--- src/rtl/ts_capture_unit.sv ---
// Free-running timestamp with software load and N_CH event-capture channels.
// Each channel latches the timestamp on a synchronised rising edge of its event input.
`timescale 1ns/1ps
module ts_capture_unit #(
    parameter int TS_W     = 64,
    parameter int TICK_DIV = 50,
    parameter int TICK_INC = 4295,
    parameter int N_CH     = 4
) (
    input  logic                 i_clk_50m,
    input  logic                 i_rst_n,
    input  logic                 i_ts_load,
    input  logic [TS_W-1:0]      i_ts_set,
    output logic [TS_W-1:0]      o_ts_now,
    output logic                 o_tick,
    input  logic [N_CH-1:0]      i_evt,
    input  logic [N_CH-1:0]      i_cap_en,
    output logic [N_CH*TS_W-1:0] o_cap_ts,
    output logic [N_CH-1:0]      o_cap_vld,
    input  logic [N_CH-1:0]      i_cap_ack,
    output logic [N_CH-1:0]      o_cap_ovr,
    input  logic [N_CH-1:0]      i_ovr_clr
);

    localparam int              DIV_W   = $clog2(TICK_DIV);
    localparam logic [DIV_W-1:0] DIV_MAX = DIV_W'(TICK_DIV - 1);
    localparam logic [TS_W-1:0]  INC     = TS_W'(TICK_INC);

    logic [DIV_W-1:0] r_div;
    logic [TS_W-1:0]  r_ts;
    logic             w_wrap;
    logic             w_tick;

    logic [N_CH-1:0]  r_sync1;
    logic [N_CH-1:0]  r_sync2;
    logic [N_CH-1:0]  r_prev;
    logic [N_CH-1:0]  r_vld;
    logic [N_CH-1:0]  r_ovr;
    logic [TS_W-1:0]  r_cap [N_CH];

    logic [N_CH-1:0]  w_edge;
    logic [N_CH-1:0]  w_vld_nxt;
    logic [N_CH-1:0]  w_lat;
    logic [N_CH-1:0]  w_ovr_set;

    assign w_wrap = (r_div == DIV_MAX);
    assign w_tick = w_wrap & ~i_ts_load;

    // Divider and timestamp: load beats a coincident tick and restarts the divider
    always_ff @(posedge i_clk_50m or negedge i_rst_n) begin
        if (!i_rst_n) begin
            r_div <= '0;
            r_ts  <= '0;
        end else if (i_ts_load) begin
            r_div <= '0;
            r_ts  <= i_ts_set;
        end else if (w_wrap) begin
            r_div <= '0;
            r_ts  <= r_ts + INC;
        end else begin
            r_div <= r_div + DIV_W'(1);
        end
    end

    // Two-stage synchroniser plus previous-level register for edge detection
    always_ff @(posedge i_clk_50m or negedge i_rst_n) begin
        if (!i_rst_n) begin
            r_sync1 <= '0;
            r_sync2 <= '0;
            r_prev  <= '0;
        end else begin
            r_sync1 <= i_evt;
            r_sync2 <= r_sync1;
            r_prev  <= r_sync2;
        end
    end

    assign w_edge = r_sync2 & ~r_prev & i_cap_en;

    // Per-channel IDLE/FULL state register
    always_ff @(posedge i_clk_50m or negedge i_rst_n) begin
        if (!i_rst_n) begin
            r_vld <= '0;
        end else begin
            r_vld <= w_vld_nxt;
        end
    end

    // Next state: an edge always leaves the channel FULL, an ack alone empties it
    always_comb begin
        w_vld_nxt = r_vld;
        for (int c = 0; c < N_CH; c++) begin
            unique case (r_vld[c])
                1'b0: w_vld_nxt[c] = w_edge[c];
                1'b1: w_vld_nxt[c] = w_edge[c] | ~i_cap_ack[c];
            endcase
        end
    end

    // Outputs of the channel FSM: latch strobe and overrun strobe
    always_comb begin
        w_lat     = w_edge & (~r_vld | i_cap_ack);
        w_ovr_set = w_edge & r_vld & ~i_cap_ack;
    end

    // Capture registers hold the timestamp seen in the edge cycle
    always_ff @(posedge i_clk_50m or negedge i_rst_n) begin
        if (!i_rst_n) begin
            for (int c = 0; c < N_CH; c++) begin
                r_cap[c] <= '0;
            end
        end else begin
            for (int c = 0; c < N_CH; c++) begin
                if (w_lat[c]) begin
                    r_cap[c] <= r_ts;
                end
            end
        end
    end

    // Sticky overrun: a set in the same cycle as a clear wins
    always_ff @(posedge i_clk_50m or negedge i_rst_n) begin
        if (!i_rst_n) begin
            r_ovr <= '0;
        end else begin
            r_ovr <= w_ovr_set | (r_ovr & ~i_ovr_clr);
        end
    end

    // Flatten capture registers onto the output bus
    always_comb begin
        o_cap_ts = '0;
        for (int c = 0; c < N_CH; c++) begin
            o_cap_ts[c*TS_W +: TS_W] = r_cap[c];
        end
    end

    assign o_ts_now  = r_ts;
    assign o_tick    = w_tick;
    assign o_cap_vld = r_vld;
    assign o_cap_ovr = r_ovr;

endmodule
--- config.mk ---
export PLATFORM = sky130hd
export DESIGN_NAME = ts_capture_unit
export DESIGN_NICKNAME = d
export VERILOG_FILES = /design/src/rtl/ts_capture_unit.sv
export SDC_FILE = /design/constraint.sdc
export NUM_CORES = 1
export LEC_CHECK = 0
export CELL_PAD_IN_SITES_DETAIL_PLACEMENT = 0
export CELL_PAD_IN_SITES_GLOBAL_PLACEMENT = 1
export CORE_ASPECT_RATIO = 2
export CORE_MARGIN = 2
export CORE_UTILIZATION = 34
export CTS_CLUSTER_SIZE = 28
export DETAILED_ROUTE_END_ITERATION = 10
export PLACE_DENSITY_LB_ADDON = 0.2
export SYNTH_ARGS = -nofsm -noshare
export SYNTH_HDL_FRONTEND = slang
export SYNTH_SLANG_ARGS = --single-unit
--- constraint.sdc ---
create_clock -name i_clk_50m -period 2.1 [get_ports i_clk_50m]
set_clock_uncertainty 0.15 [all_clocks]
set_input_delay 0.315 -clock i_clk_50m [delete_from_list [all_inputs] [get_ports i_clk_50m]]
set_output_delay 0.315 -clock i_clk_50m [all_outputs]
set_load 0.01 [all_outputs]
## After elaboration in Yosys (flattened, before gate mapping)

Index checks and enable logic that the tools add are counted.

| cells by class | value |
|---|---|
| add/subtract/negate cells | 2 |
| equality and inequality tests | 1 |
| multiplexer cells | 8 |
| bitwise gates (word level) | 26 |
| reduce and logical (&&, ||, !) cells | 1 |

Operators with widths:

| kind | number |
|---|---|
| two-way mux 64 bit | 2 |
| adder 64 x 13 -> 64 bit (second input constant) | 1 |
| bitwise AND 4 bit | 6 |
| NOT 4 bit | 4 |
| two-way mux 6 bit | 2 |
| NOT 1 bit | 9 |
| OR 4 bit | 2 |
| one-hot mux 1 bit (2 select lines) | 4 |
| adder 6 x 1 -> 6 bit (second input constant) | 1 |
| equality test 6 bit (second input constant) | 1 |
| OR 1 bit | 4 |
| nonzero test 2 bit | 1 |
| bitwise AND 1 bit | 1 |

| word-level totals | value |
|---|---|
| flip-flop bits (word level) | 346 |
| input port bits | 83 |

## Longest topological paths before layout

Gate-level depths: netlist of the first run.

| logic depth | value |
|---|---|
| word-level depth | 6 |
| depth in mapped cells | 10 |

## Least setup slack after synthesis of the first run

No wires, ideal clock.

| timing path | value |
|---|---|
| path kind | reg-to-reg |
| start point | register r_ts[0], in the netlist o_ts_now[0] |
| end point | register r_ts[54], in the netlist o_ts_now[54] |
| setup time | 0.082 ns |
| arrival time | 2.076 ns |
| data required time | 1.868 ns |
| slack | -0.207 ns |
| stages on the path, launching flop included | 9 |
| cell sequence | dfrtp_1 inv_1 ha_1 and2b_2 o21ai_2 nand3_2 buf_6 or4_1 a31oi_1 |

| on the way | value |
|---|---|
| cells in the longest elaborated chain, start to end | 3 |

RTL lines:

| item | RTL line | text |
|---|---|---|
| from (decl) | 30 | `logic [TS_W-1:0] r_ts;` |
| from (signal assigned) | 56 | `r_ts <= i_ts_set;` |
| from (signal assigned) | 59 | `r_ts <= r_ts + INC;` |
| adder 64 x 13 -> 64 bit | 59 |  |
| two-way mux 64 bit | 57 | `end else if (w_wrap) begin` |
| two-way mux 64 bit | 54 | `end else if (i_ts_load) begin` |

Every way passes these cells. The select of a mux whose other input is x is not followed.
A chain may end at the register's enable or synchronous reset.

## Worst setup path after layout of the first run

| timing path | value |
|---|---|
| start point | register r_div[1] |
| end point | register r_ts[59], in the netlist o_ts_now[59] |

| on the way | value |
|---|---|
| cells in the longest elaborated chain, start to end | 2 |

RTL lines:

| item | RTL line | text |
|---|---|---|
| from (decl) | 29 | `logic [DIV_W-1:0] r_div;` |
| from (signal assigned) | 61 | `r_div <= r_div + DIV_W'(1);` |
| equality test 6 bit | 46 | `assign w_wrap = (r_div == DIV_MAX);` |
| nonzero test 2 bit (no source line) | - |  |

Every way passes these cells.

==> flow_summary_export.csv, run 1 <==
group,metric,value,unit
outcome,outcome,"finished, violations left",
outcome,violations,"negative setup slack",
global_routing,grtUsageTotal,21.7,%
clocking,clock-root-buffer,"clkbuf_16",
worst_setup_path,criticalPathCategory,"reg2reg",
worst_setup_path,start_kind,"flip-flop",
finish,final_cells,2198,
worst_setup_path,end_kind,"flip-flop",
hold_path,hold_start,"i_ts_load",
synthesis,syn_inst,1085,
synthesis,seq_area_frac_synth,60.1,%
clocking,cts_tree,"done",
detailed_routing,wl_met3,2.52,mm
detailed_routing,drc,0,
power,power.leakage,9.14,nW
worst_setup_path,rrSetupSlack,-0.14,ns
floorplan,initial_core_util,34.5,%
floorplan,io_pins,412,
floorplan,core,0.0418,mm²
clocking,cts_buffer_depth,3,
timing,period_needed,2.24,ns
synthesis,synth_cell_types,54,
finish,syn_to_final_growth,51.0,%
clocking,insertion_delay,0.54,ns
detailed_routing,num_vias,11000,
power,vdd_drop_max,0.707,mV
detailed_routing,ant_nets,0,
timing,setup_viol,21,
worst_setup_path,r2r-start,"r_div[1]$_DFF_PN0_",
synthesis,ys_seq_elements,346,
synthesis,syn_area,0.0144,mm²
synthesis,syn_area_per_cell,13.3,µm²
synthesis,yosysTopAreaCell,"dfrtp_1",
detailed_routing,m1WireLength,16.2,mm
clocking,clock-sinks,346,
worst_setup_path,critPathRequiredTime,2.40,ns
detailed_routing,vias_per_cell,4.99,
clocking,htreeDepth,2,
global_routing,antenna_found_initial,8,
timing,final.setup.worst_slack,-0.140,ns
place,dp.final_hpwl,35.9,mm
synthesis,ys_warn_count,0,
timing,hold_violations,0,
timing,worst_pin_slew,0.424,ns
place,dp_cells,2108,
global_routing,grt-ovfl-total,0,
worst_setup_path,critPathMaxFanout,7,
detailed_routing,drtIter0Drc,382,
timing,timing.fmax,446,MHz
worst_setup_path,cp-startpoint,"r_div[1]$_DFF_PN0_",
detailed_routing,drt-wirelength-per-cell,22.0,µm
worst_setup_path,arrival,2.54,ns
floorplan,row_count,106,
finish,drive_gt1_share,32.3,%
timing,slew_headroom,71.7,%
global_routing,grt_max_degree,55,
detailed_routing,wl_met2,28.1,mm
power,power.density,980,mW/mm²
floorplan,fp.dieArea,0.0442,mm²
timing,slew_viol_final,0,
flow_run,max_cap_violations,0,
power,finalPower,21.3,mW
finish,final_cell_mix,"clkdlybuf4s50_1, dfrtp_1, mux2_2, buf_4, nand2_1",
detailed_routing,highest_layer,"met5",
synthesis,syn-num-nets,1171,
finish,post-route-cell-area,0.0218,mm²
place,port_buffers,411,
place,gp_congestion,0.825,
global_routing,grt_pass1_wl,71.8,mm
timing,finalCritPeriodShare,107,%
finish,final_nets,1719,
hold_path,hp-class,"in2reg",
synthesis,synth_top_area_share,60.1,%
finish,mostFrequentLayoutCell,"clkdlybuf4s50_1",
synthesis,synth.area.top_cells,"dfrtp_1, mux2_2, o21ai_0, nand2_1, a31oi_1",
clocking,numCtsBuffers,35,
detailed_routing,dr.pass1.iters,5,
clocking,cts.clk_slew.worst_paths,0.06,ns
floorplan,die_y,295,µm
place,postPlaceCellArea,0.0202,mm²
global_routing,grt_pass1_vias,11400,
detailed_routing,wirelength,48.3,mm
floorplan,die_x,150,µm
timing,rsz0062_at_grt,"yes",
-- flip-flops by register name (all words and copies together) (netlist names) --
| name | cells |
|---|---|
| r_prev | 4 |
| o_cap_ovr | 4 |
| r_sync2 | 4 |
| r_div | 6 |
| o_cap_vld | 4 |
| o_ts_now | 64 |
| r_sync1 | 4 |
| o_cap_ts | 256 |
-- critical path, stage by stage, from the launching register on --
cell and delay (ns):
dfrtp_1 0.37, inv_1 0.06, ha_1 0.12, and4b_1 0.21, and3_4 0.19, buf_12 0.13, nand4_4 0.17, or4_1 0.55
a31oi_1 0.20
-- cells by family after synthesis --
logic type	share of synthesized area, %
flops	60.1
buf+inv	3.48
simple gates	9.50
xor+xnor	2.01
fa+ha+maj	0.260
mux	20.1
compound gates	4.60
-- per-stage QoR --
stage / hold WS (ns) / setup slack, ns / util [%] / setup TNS, ns
2_1_floorplan: -0.131 / -0.0357 / - / -0.0822
3_3_place_gp: 0.0960 / -0.149 / 48.3 / -4.21
3_5_place_dp: 0.105 / -0.220 / 48.3 / -5.41
4_1_cts: 0.0433 / -0.128 / 51.6 / -1.82
5_1_grt: 0.0610 / -0.218 / 52.1 / -4.61
6_report: 0.0624 / -0.140 / 52.1 / -1.43
-- layer usage --
metal	up-vias	track usage (%)
li1	4979	-
met1	5568	22.1
met2	322	43.0
met3	86	4.15
met4	14	7.04
met5	-	0
-- path summary, 6_finish.rpt --
check                      cells after the start                        to
max                                            8  o_ts_now[59]$_DFFE_PN0P_
min                                            3        r_div[1]$_DFF_PN0_
max reg2reg                                    8  o_ts_now[59]$_DFFE_PN0P_
min reg2reg                                    0      r_sync2[0]$_DFF_PN0_
max in group asynchronous                      4  o_ts_now[21]$_DFFE_PN0P_
min in group asynchronous                      2      r_sync2[1]$_DFF_PN0_
-- cell usage after synthesis (all sizes together) --
master	instances
nor4	7
nand2	57
nand3b	4
buf	16
o211ai	3
a31oi	30
ha	3
nor3	14
and4b	1
a41oi	1
xor2	16
a21boi	1
a41o	1
and4	4
or3	13
nand2b	6
inv	15
o22ai	4
nand3	34
o31a	2
o41ai	1
nor2	44
or4	19
o21ai	46
o31ai	16
and2	8
and2b	1
clkbuf	55
clkdlybuf4s50	2
and3	6
nand4b	2
a21oi	2
xnor2	17
o21a	1
nor2b	4
mux2	257
nand4	26
dfrtp	346
-- report_power, final --
group / switching (mW) / internal [mW] / total (mW)
Combinational: 2.56 / 3.62 / 6.19
Clock: 2.70 / 3.74 / 6.44
Sequential: 0.701 / 8.01 / 8.71
-- final cells by class --
| type | instances | area, µm² |
|---|---|---|
| diodes | 2 | 5.00 |
| clock buffers | 48 | 1010 |
| clock inverters | 12 | 153 |
| fillers | 3798 | 20000 |
| inverters | 15 | 56.3 |
| multi-input cells | 652 | 5500 |
| flip-flops and latches | 346 | 8660 |
| well taps | 540 | 676 |
| repair buffers | 583 | 5710 |
-- what timing repair did --
item | in CTS | in global routing
gates cloned | 1 | 0
hold buffers | 1 | 0
endpoints found under the hold margin | 236 | 0
buffers inserted | 16 | 10
pin swaps | 27 | 20
endpoints found under the setup margin | 72 | 60
gates resized for setup | 60 | 40
Power figures use the tool's default switching activity.
==> inputs of run 2 (changes only) <==
--- a/config.mk
+++ b/config.mk
@@ -9,7 +9,7 @@
 export CELL_PAD_IN_SITES_GLOBAL_PLACEMENT = 1
 export CORE_ASPECT_RATIO = 2
 export CORE_MARGIN = 2
-export CORE_UTILIZATION = 34
+export CORE_UTILIZATION = 41
 export CTS_CLUSTER_SIZE = 28
 export DETAILED_ROUTE_END_ITERATION = 10
 export PLACE_DENSITY_LB_ADDON = 0.2
==> constraint.sdc (replaced) <==
create_clock -name i_clk_50m -period 2.7 [get_ports i_clk_50m]
set_clock_uncertainty 0.15 [all_clocks]
set_input_delay 0.54 -clock i_clk_50m [delete_from_list [all_inputs] [get_ports i_clk_50m]]
set_output_delay 0.54 -clock i_clk_50m [all_outputs]
set_load 0.01 [all_outputs]
==> run 2 against run 1 <==
Sequential share of layout area increased by 2.1 points. Die area is 17% lower. Clock power down 27%. The flow now finishes without violations. Critical endpoint is now o_ts_now[56]$_DFFE_PN0P_. Register-to-register slack better by 0.32 ns. First-iteration DRC count is 41% higher. Cell area decreased by 5.1%. Via count down 3.6%. Final cell count decreased by 8.0%. Global-route usage increased by 2.8 points. Critical path type unchanged. Count of clock-buffer cells in the layout down 8. Wire length down 7.6%.
==> flow_summary_export.csv, run 2 (synthesized netlist as in run 1, its figures left out) <==
group,metric,value,unit
hold_path,hp-class,"reg2reg",
power,power.leakage,8.41,nW
clocking,cts.clk_slew.worst_paths,0.07,ns
timing,worst_pin_slew,0.778,ns
floorplan,die_y,269,µm
global_routing,antenna_found_initial,10,
global_routing,grt_pass1_vias,11200,
floorplan,fp.dieArea,0.0368,mm²
timing,slew_viol_final,0,
finish,final_nets,1635,
detailed_routing,vias_per_cell,5.23,
timing,final.setup.worst_slack,0.183,ns
timing,timing.fmax,397,MHz
place,gp_congestion,0.818,
worst_setup_path,critPathMaxFanout,21,
timing,rsz0062_at_grt,"no",
clocking,cts_tree,"done",
power,power.density,783,mW/mm²
clocking,numCtsBuffers,31,
timing,slew_headroom,47.7,%
floorplan,die_x,137,µm
finish,fill_cells,2926,
finish,largest_reg_flops,256,
detailed_routing,wirelength,44.7,mm
clocking,clock-sinks,346,
worst_setup_path,end_kind,"flip-flop",
timing,period_needed,2.52,ns
detailed_routing,drc,0,
finish,post-route-cell-area,0.0207,mm²
global_routing,grt_pass1_wl,68.1,mm
power,vdd_drop_max,0.608,mV
floorplan,core,0.0348,mm²
worst_setup_path,arrival,2.86,ns
clocking,cts_buffer_depth,3,
finish,drive_gt1_share,27.3,%
timing,setup_viol,0,
worst_setup_path,start_kind,"flip-flop",
outcome,outcome,"complete, no violations",
worst_setup_path,path_cells,"and4_4 > and3_1 > buf_4 > nand2_1 > or4_1 > a31oi_1",
worst_setup_path,worst_path_max_delay_cell,"or4_1",
floorplan,initial_core_util,41.4,%
global_routing,grt_max_degree,65,
detailed_routing,num_vias,10600,
place,dp.final_hpwl,33.3,mm
finish,syn_to_final_growth,43.4,%
clocking,clock-root-buffer,"clkbuf_16",
place,postPlaceCellArea,0.0196,mm²
floorplan,io_pins,412,
place,place_ws,0.111,ns
detailed_routing,drtIter0Drc,538,
worst_setup_path,cp_slowest_stage_delay,0.60,ns
power,finalPower,16.2,mW
worst_setup_path,critPathRequiredTime,3.04,ns
finish,final_cell_mix,"clkdlybuf4s50_1, dfrtp_1, mux2_2, buf_4, nand2_1",
finish,mostFrequentLayoutCell,"clkdlybuf4s50_1",
timing,setup_tns,0,ns
place,dp_cells,1960,
timing,finalCritPeriodShare,93.2,%
flow_run,max_cap_violations,0,
worst_setup_path,criticalPathCategory,"reg2reg",
detailed_routing,drt-wirelength-per-cell,22.1,µm
global_routing,grtUsageTotal,24.4,%
clocking,htreeDepth,1,
detailed_routing,ant_nets,0,
finish,final_cells,2022,
global_routing,grt-ovfl-total,0,
detailed_routing,dr.pass1.iters,5,
timing,hold_violations,0,
finish,regArea,0.00866,mm²
floorplan,row_count,97,
place,port_buffers,411,
clocking,insertion_delay,0.58,ns
finish,multi_input_area,0.00529,mm²
==> run 2: cell count changes in the layout (fill, tap and decap cells not counted), moves of 6 or more <==
cell,delta
buf_4,-61
buf_6,-13
clkbuf_16,-6
clkdlybuf4s50_1,+54
dlygate4sd2_1,-37
dlymetal6s2s_1,-17
==> run 2: final timing paths <==
path                                                from  slack [ns]                         to  cells past startpoint
worst max-delay path            o_ts_now[21]$_DFFE_PN0P_        0.18   o_ts_now[56]$_DFFE_PN0P_                      6
worst min-delay path                r_sync1[1]$_DFF_PN0_        0.20       r_sync2[1]$_DFF_PN0_                      0
worst max register to register  o_ts_now[21]$_DFFE_PN0P_        0.18   o_ts_now[56]$_DFFE_PN0P_                      6
worst min register to register      r_sync1[1]$_DFF_PN0_        0.20       r_sync2[1]$_DFF_PN0_                      0
max in group asynchronous                        i_rst_n        1.20  o_cap_ts[139]$_DFFE_PN0P_                      4
min in group asynchronous                        i_rst_n        0.33       r_sync1[1]$_DFF_PN0_                      2
==> run 2: per-stage QoR <==
step	utilization [%]	hold slack [ns]
after floorplan	-	0.0944
after global placement	56.2	0.183
after detailed placement	56.2	0.186
after CTS	59.3	0.210
after global routing	59.3	0.211
final	59.3	0.204
==> run 2: critical path, delay by kind of cell, from the launching register on <==
kind            cells  cell delay, ns
buf+inv             1            0.19
simple gates        4            1.52
flops               1            0.38
compound gates      1            0.19
==> run 2: power breakdown <==
| part | switching [mW] | internal [mW] |
|---|---|---|
| Combinational | 1.93 | 2.77 |
| Sequential | 0.572 | 6.22 |
| Clock | 2.02 | 2.68 |
==> run 2: layout make-up <==
cell class              count  area share, %
flip-flops and latches    346           41.9
multi-input cells         651           25.6
repair buffers            504           24.2
clock buffers              40           4.26
well taps                 445           2.69
clock inverters            17          0.993
inverters                  15          0.272
diodes                      4         0.0484
==> run 2: repair_timing <==
| item | CTS | global route |
|---|---|---|
| hold buffers | 1 | 0 |
| setup endpoints to repair | 1 | 8 |
| gates resized for setup | 1 | 3 |
| hold endpoints to repair | 41 | 0 |
| buffers inserted | 0 | 0 |
==> run 2: routing by layer <==
layer	vias to the layer above	wire length, µm	global-route usage (%)
met3	111	2450	4.61
met4	10	2300	11.4
met1	5316	15000	25.5
li1	4804	-	-
met2	334	24800	45.8
met5	-	61	0
